==> src/rtl/uart_tx.sv <==
// uart_tx: 8N1 serial transmitter fed by a small TX FIFO. irq pulses once the
// last queued byte has fully left the line (raises trap TRAP_CODE_UART0TX, 17).
module uart_tx #(
    parameter int unsigned CLK_FREQ   = 32'd10_000_000,
    parameter int unsigned BAUD       = 32'd9600,
    parameter int unsigned FIFO_DEPTH = 32'd8
) (
    input  logic                            clk,
    input  logic                            rst_n,
    input  logic                            wr_en,
    input  logic [7:0]                      wr_data,
    input  logic                            ovf_clr,
    output logic                            tx,
    output logic                            full,
    output logic                            empty,
    output logic [$clog2(FIFO_DEPTH+1)-1:0] count,
    output logic                            busy,
    output logic                            ovf,
    output logic                            irq
);

    localparam int unsigned DIV    = CLK_FREQ / BAUD;
    localparam int unsigned BAUD_W = (DIV > 32'd1) ? $clog2(DIV) : 1;
    localparam int unsigned PTR_W  = (FIFO_DEPTH > 32'd1) ? $clog2(FIFO_DEPTH) : 1;
    localparam int unsigned CNT_W  = $clog2(FIFO_DEPTH + 1);
    localparam logic [BAUD_W-1:0] BAUD_LOAD = BAUD_W'(DIV - 1);

    if (FIFO_DEPTH == 0) begin : g_bad_depth
        $error("uart_tx: FIFO_DEPTH must be non-zero");
    end
    if (DIV < 2) begin : g_bad_div
        $error("uart_tx: CLK_FREQ/BAUD must be at least 2");
    end

    typedef enum logic [1:0] {
        ST_IDLE,
        ST_START,
        ST_DATA,
        ST_STOP
    } state_e;

    state_e            state_q, state_d;
    logic [BAUD_W-1:0] baud_q, baud_d;
    logic [2:0]        bit_q, bit_d;
    logic [7:0]        shift_q, shift_d;
    logic              tx_q, tx_d;
    logic              irq_q, irq_d;
    logic              busy_q, busy_d;

    logic [7:0]        mem_q [FIFO_DEPTH];
    logic [PTR_W-1:0]  wr_ptr_q, wr_ptr_d;
    logic [PTR_W-1:0]  rd_ptr_q, rd_ptr_d;
    logic [CNT_W-1:0]  count_q, count_d;
    logic              full_q, full_d;
    logic              empty_q, empty_d;
    logic              ovf_q, ovf_d;

    logic              fifo_full;
    logic              fifo_empty;
    logic              push;
    logic              pop;
    logic              drop;
    logic [7:0]        head;

    function automatic logic [PTR_W-1:0] next_ptr(input logic [PTR_W-1:0] p);
        return (p == PTR_W'(FIFO_DEPTH - 1)) ? '0 : p + PTR_W'(1);
    endfunction

    assign fifo_full  = (count_q == CNT_W'(FIFO_DEPTH));
    assign fifo_empty = (count_q == '0);
    assign head       = mem_q[rd_ptr_q];

    // A pop on the same edge frees a slot, so a write into a full FIFO is kept.
    always_comb begin : p_fifo
        push     = wr_en && (!fifo_full || pop);
        drop     = wr_en && fifo_full && !pop;
        wr_ptr_d = wr_ptr_q;
        rd_ptr_d = rd_ptr_q;
        count_d  = count_q;
        if (push) begin
            wr_ptr_d = next_ptr(wr_ptr_q);
        end
        if (pop) begin
            rd_ptr_d = next_ptr(rd_ptr_q);
        end
        if (push && !pop) begin
            count_d = count_q + CNT_W'(1);
        end else if (pop && !push) begin
            count_d = count_q - CNT_W'(1);
        end
        ovf_d   = drop || (ovf_q && !ovf_clr);
        full_d  = (count_d == CNT_W'(FIFO_DEPTH));
        empty_d = (count_d == '0);
    end

    always_comb begin : p_fsm
        state_d = state_q;
        baud_d  = baud_q;
        bit_d   = bit_q;
        shift_d = shift_q;
        tx_d    = tx_q;
        irq_d   = 1'b0;
        pop     = 1'b0;
        case (state_q)
            ST_IDLE: begin
                tx_d = 1'b1;
                if (!fifo_empty) begin
                    pop     = 1'b1;
                    shift_d = head;
                    tx_d    = 1'b0;
                    baud_d  = BAUD_LOAD;
                    state_d = ST_START;
                end
            end
            ST_START: begin
                if (baud_q == '0) begin
                    tx_d    = shift_q[0];
                    bit_d   = 3'd0;
                    baud_d  = BAUD_LOAD;
                    state_d = ST_DATA;
                end else begin
                    baud_d = baud_q - BAUD_W'(1);
                end
            end
            ST_DATA: begin
                if (baud_q == '0) begin
                    baud_d = BAUD_LOAD;
                    if (bit_q == 3'd7) begin
                        tx_d    = 1'b1;
                        state_d = ST_STOP;
                    end else begin
                        tx_d    = shift_q[1];
                        shift_d = {1'b0, shift_q[7:1]};
                        bit_d   = bit_q + 3'd1;
                    end
                end else begin
                    baud_d = baud_q - BAUD_W'(1);
                end
            end
            ST_STOP: begin
                if (baud_q == '0) begin
                    // A write arriving on this very edge bypasses the FIFO.
                    if (!fifo_empty || wr_en) begin
                        pop     = 1'b1;
                        shift_d = fifo_empty ? wr_data : head;
                        tx_d    = 1'b0;
                        baud_d  = BAUD_LOAD;
                        state_d = ST_START;
                    end else begin
                        irq_d   = 1'b1;
                        state_d = ST_IDLE;
                    end
                end else begin
                    baud_d = baud_q - BAUD_W'(1);
                end
            end
            default: begin
                state_d = ST_IDLE;
            end
        endcase
        busy_d = (state_d != ST_IDLE);
    end

    always_ff @(posedge clk or negedge rst_n) begin : p_regs
        if (!rst_n) begin
            state_q  <= ST_IDLE;
            baud_q   <= '0;
            bit_q    <= '0;
            shift_q  <= '0;
            tx_q     <= 1'b1;
            irq_q    <= 1'b0;
            busy_q   <= 1'b0;
            wr_ptr_q <= '0;
            rd_ptr_q <= '0;
            count_q  <= '0;
            full_q   <= 1'b0;
            empty_q  <= 1'b1;
            ovf_q    <= 1'b0;
        end else begin
            state_q  <= state_d;
            baud_q   <= baud_d;
            bit_q    <= bit_d;
            shift_q  <= shift_d;
            tx_q     <= tx_d;
            irq_q    <= irq_d;
            busy_q   <= busy_d;
            wr_ptr_q <= wr_ptr_d;
            rd_ptr_q <= rd_ptr_d;
            count_q  <= count_d;
            full_q   <= full_d;
            empty_q  <= empty_d;
            ovf_q    <= ovf_d;
        end
    end

    always_ff @(posedge clk) begin : p_mem
        if (push) begin
            mem_q[wr_ptr_q] <= wr_data;
        end
    end

    assign tx    = tx_q;
    assign full  = full_q;
    assign empty = empty_q;
    assign count = count_q;
    assign busy  = busy_q;
    assign ovf   = ovf_q;
    assign irq   = irq_q;

endmodule

==> config.mk <==
export PLATFORM = sky130hd
export DESIGN_NAME = uart_tx
export DESIGN_NICKNAME = d
export VERILOG_FILES = /design/src/rtl/uart_tx.sv
export SDC_FILE = /design/constraint.sdc
export NUM_CORES = 1
export LEC_CHECK = 0
export BUFFER_PORTS_ARGS = -buffer_cell sky130_fd_sc_hd__buf_2
export CAP_MARGIN = 40
export CORE_MARGIN = 4
export CORE_UTILIZATION = 28
export DETAILED_ROUTE_END_ITERATION = 12
export PLACE_DENSITY = 0.51
export SYNTH_ARGS = -nofsm -noshare
export SYNTH_HDL_FRONTEND = slang
export SYNTH_SLANG_ARGS = --single-unit
==> constraint.sdc <==
create_clock -name clk -period 6.6 [get_ports clk]
set_input_delay 0.33 -clock clk [delete_from_list [all_inputs] [get_ports clk]]
set_output_delay 0.33 -clock clk [all_outputs]
set_load 0.01 [all_outputs]
== Word-level counts from Yosys, hierarchy flattened ==
Memories as Yosys holds them, arrays and structs flattened.
Cells that the tools add are included.

* Equality and inequality tests: 15
* Mux-type cells: 43
* Reductions and logical operators: 26
* Add/sub/neg operators: 6

{| class="wikitable"
|+ Operator list
! kind !! count
|-
| 8-bit 2-to-1 mux || 6
|-
| 11-bit 2-to-1 mux || 4
|-
| 11-bit one-hot mux with 3 select lines || 1
|-
| 8-bit one-hot mux with 3 select lines || 1
|-
| 1-bit 2-to-1 mux || 15
|-
| 3-bit 2-to-1 mux || 5
|-
| 2-bit inequality test, second input constant || 6
|-
| 11-bit zero test || 1
|-
| 11-bit by 1-bit subtractor with 11-bit output, second input constant || 1
|-
| 2-bit 2-to-1 mux || 5
|-
| 3-bit by 1-bit adder with 3-bit output, second input constant || 3
|-
| 3-bit equality test, second input constant || 3
|-
| 4-bit equality test, second input constant || 2
|-
| 4-bit zero test || 2
|-
| 4-bit 2-to-1 mux || 2
|-
| 2-bit one-hot mux with 4 select lines || 1
|-
| 4-bit AND reduction || 2
|-
| 1-bit logical AND || 6
|-
| 3-bit one-hot mux with 2 select lines || 1
|-
| 6-bit AND reduction || 1
|-
| 1-bit zero test || 5
|-
| 4-bit by 1-bit adder with 4-bit output, second input constant || 1
|-
| 2-bit equality test, second input constant || 2
|-
| 1-bit one-hot mux with 4 select lines || 1
|-
| 10 further kinds || 13
|}

* Word-level logic and storage cells: 104
* Memory bits (writable): 64
* Bits of input ports: 12
* Bits in registers: 40
* Memories kept: 1
* Output and inout port bits: 10

{| class="wikitable"
|+ Memories
! memory !! depth !! bits a word !! rd ports !! clocked after Yosys merged registers in !! write ports !! RTL line !! text
|-
| mem_q || 8 || 8 || 1 || 0 || 1 || 50 || <nowiki>logic [7:0] mem_q [FIFO_DEPTH];</nowiki>
|}

== Depth between registers and ports, before layout ==
Gate-level depths: netlist of the first run.

* Depth in word-level cells: 13
* Gate-level depth with buffers: 9
* Mapped depth without buffers: 7

== Worst setup path after synthesis of the first run ==
No wires, ideal clock.

* Path type: reg-to-reg
* From: register count_q[0], in the netlist count[0]
* To: memory mem_q[1][0], enable pin
* Path buffers: 1
* Arrival time: 2668 ps
* Required time: 6202 ps
* Path slack: 3534 ps
* Clock period less this slack: 3066 ps
* Setup time: 398 ps
* Stages on the path, launching flop included: 8
* Cells stage by stage: dfrtp_1 -> inv_1 -> ha_1 -> nor3b_2 -> nor3_1 -> o31ai_1 -> clkbuf_1 -> nor4b_1

* Longest elaborated chain between the ends: 10
* Elaborated cells on any way between the ends: 13
* Classes of those cells: eq/ne: 1; mux: 6; reduce/logical: 6

{| class="wikitable"
|+ RTL lines
! what !! RTL line !! text
|-
| start: declaration || 53 || <nowiki>logic [CNT_W-1:0] count_q, count_d;</nowiki>
|-
| start signal: assignment || 189 || <nowiki>count_q <= count_d;</nowiki>
|-
| 4-bit zero test || 70 || <nowiki>assign fifo_empty = (count_q == '0);</nowiki>
|-
| 1-bit zero test || 143 || <nowiki>if (!fifo_empty || wr_en) begin</nowiki>
|-
| 1-bit logical OR || 143 ||
|-
| 1-bit 2-to-1 mux || 143 ||
|-
| 1-bit 2-to-1 mux || 141 || <nowiki>if (baud_q == '0) begin</nowiki>
|-
| 1-bit one-hot mux with 2 select lines || 104 || <nowiki>case (state_q)</nowiki>
|-
| 1-bit logical OR (*) || 75 || <nowiki>push = wr_en && (!fifo_full || pop);</nowiki>
|-
| 1-bit logical AND (*) || 75 ||
|-
| 1-bit 2-to-1 mux (*) || 197 || <nowiki>if (push) begin</nowiki>
|-
| 1-bit 2-to-1 mux (not written as such) (*) || 198 || <nowiki>mem_q[wr_ptr_q] <= wr_data;</nowiki>
|-
| end: declaration || 50 ||
|}

Every way passes the cells marked *; elsewhere a longest branch is shown, timed or not.

== Worst setup path after layout of the first run ==
* From: register count_q[0], in the netlist count[0]
* To: memory mem_q[1][5], enable pin

The elaborated chain is that of the path after synthesis.

==> results of run 1 <==
==> final timing paths <==
path / endpoint / slack (ps) / startpoint / depth (start not counted)
hold / removal: ovf / 280 / ovf_clr / 3
min in group asynchronous: rd_ptr_q[1] / 430 / rst_n / 2
max in group asynchronous: empty / 5630 / rst_n / 3
setup reg to reg: mem_q[1][5] / 3360 / count[0] / 7
hold reg to reg: shift_q[0] / 500 / shift_q[0] / 1
setup / recovery: mem_q[1][5] / 3360 / count[0] / 7
==> final cells by class <==
class	instances	area, sq um
Fill cell	1675	11700
Timing Repair Buffer	31	193
Tap cell	225	282
Multi-Input combinational cell	231	1950
Inverter	13	48.8
Clock buffer	11	243
Sequential cell	104	2930
Clock inverter	5	38.8
==> placed cells by master, fill, tap and decap left out, drive strengths merged, types with 5 or more instances in the layout <==
cell    netlist  routed
buf           8      30
xor2          6       6
dfrtp        38      38
inv          13      15
o21ai        12      12
nand2        20      20
nor2         24      24
a21oi        14      14
a21o          9       9
ha           15      15
mux2i         9       9
nand4         6       6
nor3         13      13
mux4         16      16
edfxtp       64      64
nand3         5       5
a32oi         7       7
nor4          7       7
mux2         13      13
clkbuf       13      11
==> metrics by stage <==
| step | util, % | hold slack [ps] |
|---|---|---|
| final | 32.7 | 279 |
| after detailed placement | 31.0 | 258 |
| after CTS | 32.7 | 274 |
| after global placement | 30.6 | 471 |
| after global routing | 32.7 | 298 |
| after floorplan | - | 34.4 |
==> logic make-up after synthesis <==
group / share of synthesized area (%)
flip-flops: 58.8
XOR/XNOR: 1.23
AND/OR/NAND/NOR: 10.9
AO/OA/AOI/OAI: 10.6
adder cells (fa/ha/maj): 3.77
multiplexers: 12.0
buffers and inverters: 2.72
==> report_power, final <==
group,internal (uW),switching [uW],total (uW)
registers,783,73.2,856
clock network,269,238,507
logic,109,157,266
==> registers in the layout, indices dropped and copies added, names as in the netlist <==
register,cells
baud_q,11
count,4
shift_q,8
rd_ptr_q,3
ovf,1
full,1
irq,1
busy,1
empty,1
tx,1
bit_q,3
state_q,2
mem_q,64
wr_ptr_q,3
==> layer usage <==
layer | part of all wire [%] | GRT usage, % | routed length (um) | up-vias
met1 | 49 | 17.0 | 5540 | 1573
met2 | 46 | 16.9 | 5110 | 57
li1 | - | - | - | 1467
met5 | 0 | 0 | 0 | -
met3 | 3.9 | 2.43 | 435 | 8
met4 | 1.2 | 4.23 | 140 | 0
==> tightest hold or removal path, stage by stage <==
cell      delay (ps)
buf_2             70
nand2b_1         100
o41ai_1           70
==> metrics.txt, run 1 <==
DR vias/cell 5.01; leakage power 0.00207 uW; unrepaired setup endpoints after global routing false; top area cells in the synthesized netlist edfxtp_1, dfrtp_1, mux4_2; Cell Area, Placed 5380 sq um; status finished, final reports clean; pre-CTS setup slack 3360 ps; vias in the first global route 3199; final wirelength 11.2 mm; overall via count from detail_route 3105; top post-synthesis cells by count edfxtp_1, dfrtp_1, nor2_1; largest net degree at the start of global routing 28; DRC errors left 0; TritonCTS Buffers 9; Final Cycle Share 49.1%; final setup fails 0; Area Overhead vs Synth 14.1%; number of diodes 0; CTS tree built; Worst EP arrival 3210 ps; total overflow reported by the global router 0; Hold WC Path Type primary input to flip-flop; TritonRoute pass-1 iters 4; Clock transition at path regs 70 ps; Final nets 417; initial drt markers 276; post-route ant nets 0; H-Tree Depth 3; Final Hold Violating Endpoints 0; Top FF cell, synth edfxtp_1; Tightest Pin Transition 921 ps; P per Cell Area 287 nW/um^2; Syn Inst Count 369; worst path bufs/invs 2; VDD IR max 0.114 mV; ys async rst share 38.5%; CP top delay family simple AND/OR/NAND/NOR gates; syn nets 396; sequential-to-total area share from yosys stat 58.8%; fin cells 620; Max clock buf depth 2; register bit total from synthesis 104; Sink Count 104; Core Region 17400 sq um; syn_area_per_cell 13.5 sq um; Initial Util 28.7%; Syn Std Cell Area 4980 sq um; CP cell instances inv_1 -> ha_1 -> nor3b_2 -> nor3_1 -> o31ai_2 -> buf_4 -> nor4b_2; Post-DP HPWL 8.06 mm; total track usage 11.6%; fin. max-slew vios 0; Netlist cell types 60; top cell type's share of synthesized area 38.6%; Routability Congestion 0.828; routed len/inst 18.1 um; I/O pins 22; Critical-path top delay cell nor4b_2; power after layout 1630 uW; EDFF count, synth 64; layout cells sized above 1 19.2%; cell row count 48; postcts setup bufs 0; Yosys Warn Count 0; Die Span Y 141 um; most common cell in the netlist edfxtp_1; crit-path max cell delay 760 ps; Port Buffers 21; crit path max fanout 14; Max Clock Freq 0.308 GHz; final instance area 5680 sq um; Max-Slew Margin vs Limit 38.5%; die area 20000 sq um; Clock Skews 7.78 ps; Die Span X 141 um; Critical Path Start Type flip-flop; Post-CTS Hold Buffers 1; Period minus WS final 3240 ps; antenna violations before repair 0; placed insts 603; Resized Gates After CTS 0; CTS root buf clkbuf_16; first-pass GRT wire length 18.1 mm; Crit path required time 6570 ps; Max Cap Violations 0; Final WS setup 3360 ps; kind of critical path flip-flop to flip-flop; Skew-Pair Late Insertion Delay 340 ps; setup_tns 0 ps; Worst setup EP type flip-flop; area leader, netlist edfxtp_1
(Power assumes the default switching activity.)
==> run 2, diff against run 1 <==
--- a/config.mk
+++ b/config.mk
@@ -5,12 +5,13 @@
 export SDC_FILE = /design/constraint.sdc
 export NUM_CORES = 1
 export LEC_CHECK = 0
+export ABC_AREA = 1
 export BUFFER_PORTS_ARGS = -buffer_cell sky130_fd_sc_hd__buf_2
 export CAP_MARGIN = 40
 export CORE_MARGIN = 4
 export CORE_UTILIZATION = 28
 export DETAILED_ROUTE_END_ITERATION = 12
-export PLACE_DENSITY = 0.51
+export PLACE_DENSITY = 0.52
 export SYNTH_ARGS = -nofsm -noshare
 export SYNTH_HDL_FRONTEND = slang
 export SYNTH_SLANG_ARGS = --single-unit
==> constraint.sdc (replaced) <==
create_clock -name clk -period 2.65 [get_ports clk]
set_input_delay 0.1325 -clock clk [delete_from_list [all_inputs] [get_ports clk]]
set_output_delay 0.1325 -clock clk [all_outputs]
set_load 0.01 [all_outputs]
==> metrics.txt, run 2 <==
Die Span Y 142 um (+0.40%); Clock Skews 9.93 ps (+2.15 ps); final wirelength 11.1 mm (-1.2%); setup_tns 0 ps (unchanged); Max Clock Freq 0.425 GHz (+38%); status finished, final reports clean; ys async rst share 38.5% (unchanged); Final Hold Violating Endpoints 0 (unchanged); P per Cell Area 678 nW/um^2 (+140%); syn_area_per_cell 9.86 sq um (-27%); total track usage 11.5% (-0.11 points); leakage power 0.00234 uW (+13%); largest registers mem_q (64), baud_q (11), shift_q (8); sequential-to-total area share from yosys stat 58.3% (-0.50 points); die area 20100 sq um (+0.81%); pre-CTS setup slack 297 ps (-3070 ps); Post-DP HPWL 7.99 mm (-0.93%); top area cells in the synthesized netlist edfxtp_1, dfrtp_1, nor2_1; Die Span X 142 um (+0.40%); Final WS setup 296 ps (-3060 ps); final setup fails 0 (unchanged); power after layout 3900 uW (+140%); Netlist cell types 44 (-27%); number of diodes 0 (unchanged); largest net degree at the start of global routing 34 (+21%); vias in the first global route 3418 (+6.8%); register bit total from synthesis 104 (unchanged); Hold WC Path Type primary input to flip-flop; fin. max-slew vios 0 (unchanged); Initial Util 28.8% (+0.15 points); initial drt markers 307 (+11%); Top FF cell, synth edfxtp_1; Max clock buf depth 2 (unchanged); Worst EP arrival 2410 ps (-800 ps); Sink Count 104 (unchanged); Critical Path Start Type flip-flop; DR vias/cell 4.63 (-7.6%); Core Region 17400 sq um (+0.35%); kind of critical path flip-flop to flip-flop; CTS tree built; first-pass GRT wire length 18.0 mm (-0.16%); Period minus WS final 2350 ps (-889 ps); overall via count from detail_route 3566 (+15%); unrepaired setup endpoints after global routing false; Top reg by flops mem_q; top cell type's share of synthesized area 38.3% (-0.33 points); routed len/inst 14.4 um (-21%); antenna violations before repair 0 (unchanged); Final Cycle Share 88.8% (+40 points); cell row count 48 (unchanged); Clock transition at path regs 70 ps (about the same); Yosys Warn Count 0 (unchanged); Crit path required time 2710 ps (-3860 ps); fin util 33.0% (+0.31 points); Max-Slew Margin vs Limit 65.6% (+27 points); Syn Inst Count 509 (+38%); Routability Congestion 0.824 (-0.48%); Tightest Pin Transition 516 ps (-404 ps); postcts setup bufs 0 (unchanged); EDFF count, synth 64 (unchanged); Worst setup EP type flip-flop; syn nets 536 (+35%); post-route ant nets 0 (unchanged); Area Overhead vs Synth 14.6%; Max Cap Violations 0 (unchanged); Port Buffers 21 (unchanged); most common cell in the netlist nor2_1; Final nets 568 (+36%); VDD IR max 0.511 mV (+350%); crit path max fanout 19 (+5); H-Tree Depth 3 (unchanged); area leader, netlist edfxtp_1; Skew-Pair Late Insertion Delay 350 ps (about the same); Syn Std Cell Area 5020 sq um (+0.85%); CTS root buf clkbuf_16; TritonCTS Buffers 9 (unchanged); layout cells sized above 1 16.5% (-2.8 points); DRC errors left 0 (unchanged); TritonRoute pass-1 iters 5 (+1); most frequent cells in the layout nor2_1, nand2_1, edfxtp_1; leading cell type in the layout, fill and taps excluded nor2_1; total overflow reported by the global router 0 (unchanged); top post-synthesis cells by count nor2_1, nand2_1, edfxtp_1; I/O pins 22 (unchanged); max FFs per register 64 (unchanged)
[run 2: report_power, final]
| group | leakage [uW] | switching [uW] | total [uW] | internal, uW |
|---|---|---|---|---|
| Combinational | 0.00114 | 408 | 627 | 219 |
| Clock | 0.000141 | 614 | 1270 | 656 |
| Sequential | 0.00107 | 91.6 | 2000 | 1910 |
| Total | 0.00234 | 1110 | 3900 | 2790 |
[run 2: area by class of cell]
type / instances / area, sq um
inverters: 43 / 164
clock buffers: 9 / 225
clock inverters: 7 / 58.8
flip-flops and latches: 104 / 2930
multi-input cells: 346 / 1850
fillers: 1793 / 11700
repair buffers: 37 / 243
well taps: 225 / 282
[run 2: routing by layer]
| metal | vias up | routed length [um] | GRT usage (%) |
|---|---|---|---|
| met3 | 14 | 528 | 2.36 |
| li1 | 1795 | - | - |
| met2 | 78 | 5040 | 17.4 |
| met1 | 1679 | 5290 | 16.0 |
| met5 | - | 0 | 0 |
| met4 | 0 | 230 | 4.60 |
[run 2: timing repair]
item	CTS	global route
gates resized for setup	0	0
hold buffers	2	0
endpoints found under the hold margin	15	0
[run 2: critical path, stage by stage, from the launching register on]
cell and delay [ps]:
dfrtp_1 450, inv_1 110, ha_1 270, nand2_4 190, nand2_1 90, nand2_2 160
nand2_4 100, a21oi_4 240, nand2_2 130, nor2_1 140, buf_4 180
[run 2: through the flow]
stage	cells	cell area [sq um]	hold slack (ps)
global placement	752	5430	310
CTS	771	5750	86.7
finish	771	5750	81.7
floorplan	509	5020	-163
detailed placement	753	5450	80.4
global route	771	5750	103
[run 2: logic make-up (layout without fill, tap and decap cells)]
kind of cell	Yosys count	count (layout)	share of synthesized area [%]
multiplexers	1	1	0.224
adder cells (fa/ha/maj)	15	15	3.74
AO/OA/AOI/OAI	110	110	11.9
AND/OR/NAND/NOR	214	214	20.0
flip-flops	104	104	58.3
buffers and inverters	59	96	4.81
XOR/XNOR	6	6	1.05
[run 2: worst paths after layout]
| check | start | end | slack (ps) | cells after the start |
|---|---|---|---|---|
| setup / recovery | count[0] | mem_q[7][6] | 300 | 10 |
| hold / removal | wr_en | ovf | 80 | 3 |
| setup reg to reg | count[0] | mem_q[7][6] | 300 | 10 |
| hold reg to reg | shift_q[1] | shift_q[1] | 490 | 2 |
| max in group asynchronous | rst_n | tx | 1880 | 3 |
| min in group asynchronous | rst_n | baud_q[4] | 230 | 2 |
==> run 3, diff against run 2 <==
--- a/config.mk
+++ b/config.mk
@@ -11,6 +11,7 @@
 export CORE_MARGIN = 4
 export CORE_UTILIZATION = 28
 export DETAILED_ROUTE_END_ITERATION = 12
+export GPL_TIMING_DRIVEN = 0
 export PLACE_DENSITY = 0.52
 export SYNTH_ARGS = -nofsm -noshare
 export SYNTH_HDL_FRONTEND = slang
==> metrics.txt, run 3 (same netlist as run 2, synthesis figures left out) <==
Combinational Power Share 15.5% (-0.6 points); routed len/inst 13.9 um (-3.1%); TritonRoute pass-1 iters 4 (-1); largest net degree at the start of global routing 27 (-21%); Final nets 571 (+0.53%); Final Cycle Share 96.9% (+8.0 points); worst path bufs/invs 1 (-1); kind of critical path flip-flop to flip-flop; post-route ant nets 0 (unchanged); Clock Skews 12.3 ps (+2.41 ps); total track usage 11.2% (-0.23 points); Critical-path top delay cell nor2_2; hold_sp wr_en; Initial Util 28.8% (unchanged); Worst EP arrival 2560 ps (+150 ps); final instance area 5750 sq um (about the same); Max-Slew Margin vs Limit 64.2% (-1.4 points); vias in the first global route 3529 (+3.2%); Die Span Y 142 um (unchanged); Layout fillers 1774 (-1.1%); clock power share 33.1% (+0.5 points); worst r2r dst mem_q[7][4]; DR vias/cell 4.61 (-0.39%); Sequential Power Share 51.3% (about the same); CP cell instances inv_1 -> ha_1 -> nand2_2 -> nor2_4 -> nand4_2 -> nand2_2 -> nand2_4 -> a21oi_4 -> nand2_2 -> nor2_2; die area 20100 sq um (unchanged); Worst setup EP type flip-flop; initial drt markers 198 (-36%); leakage power 0.00231 uW (-1.5%); Max Cap Violations 0 (unchanged); Crit path required time 2640 ps (-70 ps); Clock transition at path regs 70 ps (about the same); crit path max fanout 8 (-11); critical path's most frequent cell nand2_2; layout cells sized above 1 16.8% (+0.27 points); Critical Path Start Type flip-flop; Max Clock Freq 0.390 GHz (-8.3%); Int Power 2770 uW (-0.71%); Final Hold Violating Endpoints 0 (unchanged); reg2reg setup slack 80 ps (-210 ps); Core Region 17400 sq um (unchanged); total overflow reported by the global router 0 (unchanged); max FFs per register 64 (unchanged); H-Tree Depth 3 (unchanged); status finished, final reports clean; Sink Count 104 (unchanged); setup_tns 0 ps (unchanged); final setup fails 0 (unchanged); CTS root buf clkbuf_16; Post-DP HPWL 7.79 mm (-2.4%); fin cells 774 (+0.39%); CP top delay family simple AND/OR/NAND/NOR gates; FF-to-FF Start baud_q[0]; worst hold path endpoint ovf; switching share of power 28.7% (+0.14 points); leading cell type in the layout, fill and taps excluded nor2_1; most frequent cells in the layout nor2_1, nand2_1, edfxtp_1; worst hold stages 3 (unchanged); TritonCTS Buffers 9 (unchanged); unrepaired setup endpoints after global routing true; Area Overhead vs Synth 14.6% (about the same); cell row count 48 (unchanged); R2R depth 10 (unchanged); P per Cell Area 674 nW/um^2 (-0.58%); overall via count from detail_route 3566 (unchanged); Period minus WS final 2570 ps (+213 ps); number of diodes 0 (unchanged); antenna violations before repair 0 (unchanged); Cell Area, Placed 5430 sq um (-0.37%); Port Buffers 21 (unchanged); Top reg by flops mem_q; Max clock buf depth 2 (unchanged); final wirelength 10.8 mm (-2.7%); placed insts 756 (+0.40%); crit-path max cell delay 430 ps (-20 ps); Skew-Pair Late Insertion Delay 350 ps (about the same); Die Span X 142 um (unchanged); CTS tree built; Psw 1110 uW (about the same); first-pass GRT wire length 17.7 mm (-1.8%); Hold WC Path Type primary input to flip-flop; VDD IR max 0.410 mV (-20%); largest registers mem_q (64), baud_q (11), shift_q (8); Tightest Pin Transition 537 ps (+20.6 ps); I/O pins 22 (unchanged); fin. max-slew vios 0 (unchanged); DRC errors left 0 (unchanged); Routability Congestion 0.773 (-6.1%)
-- run 3: area by class of cell --
cell class,instances,area (sq um),share of cell area (%)
Sequential cell,104,2930,50.8
Multi-Input combinational cell,346,1870,32.5
Tap cell,225,282,4.89
Clock buffer,10,229,3.98
Inverter,43,164,2.85
Timing Repair Buffer,24,145,2.52
Buffer,16,77.6,1.35
Clock inverter,6,58.8,1.02
-- run 3: what timing repair did --
item,in CTS,in global routing
endpoints found under the setup margin,64,64
hold endpoints to repair,15,0
hold buffers,2,0
resized for setup,4,4
setup buffers,0,0
-- run 3: per-stage QoR --
stage	total power [uW]	setup WS [ps]	hold slack [ps]	utilization (%)
global placement	2600	-59.4	321	31.0
CTS	3930	-165	81.2	33.0
finish	3880	83.2	81.3	33.0
detailed placement	2620	-147	72.0	31.1
global route	4100	-84.2	97.4	33.0
floorplan	2420	328	-163	-
-- run 3: per-layer routing --
layer	global-route usage, %	up-vias	wire length, um
met5	0	-	0
met4	4.55	0	196
met1	14.3	1701	5110
met2	18.6	50	5180
li1	-	1800	-
met3	2.43	15	303
-- run 3: worst min-delay path, stage by stage --
cell     delay, ps
buf_2          100
nand3_1         80
o21ai_0         70
-- run 3: power groups by stage --
stage	combinational [uW]	clock, uW	sequential [uW]
global placement	576	0	2030
finish	603	1290	1990
floorplan	398	0	2030
global route	683	1410	2010
detailed placement	591	0	2030
CTS	606	1330	1990
-- run 3: how the worst max path moves through the flow --
stage / start / to / slack, ps / cells past startpoint
after floorplan: count[0] / mem_q[0][0] / 330 / 9
after global placement: count[0] / mem_q[5][4] / -60 / 9
after detailed placement: baud_q[0] / mem_q[3][3] / -150 / 10
after CTS: baud_q[0] / mem_q[3][7] / -160 / 10
after global routing: baud_q[0] / mem_q[4][5] / -80 / 10
final: baud_q[0] / mem_q[7][4] / 80 / 10
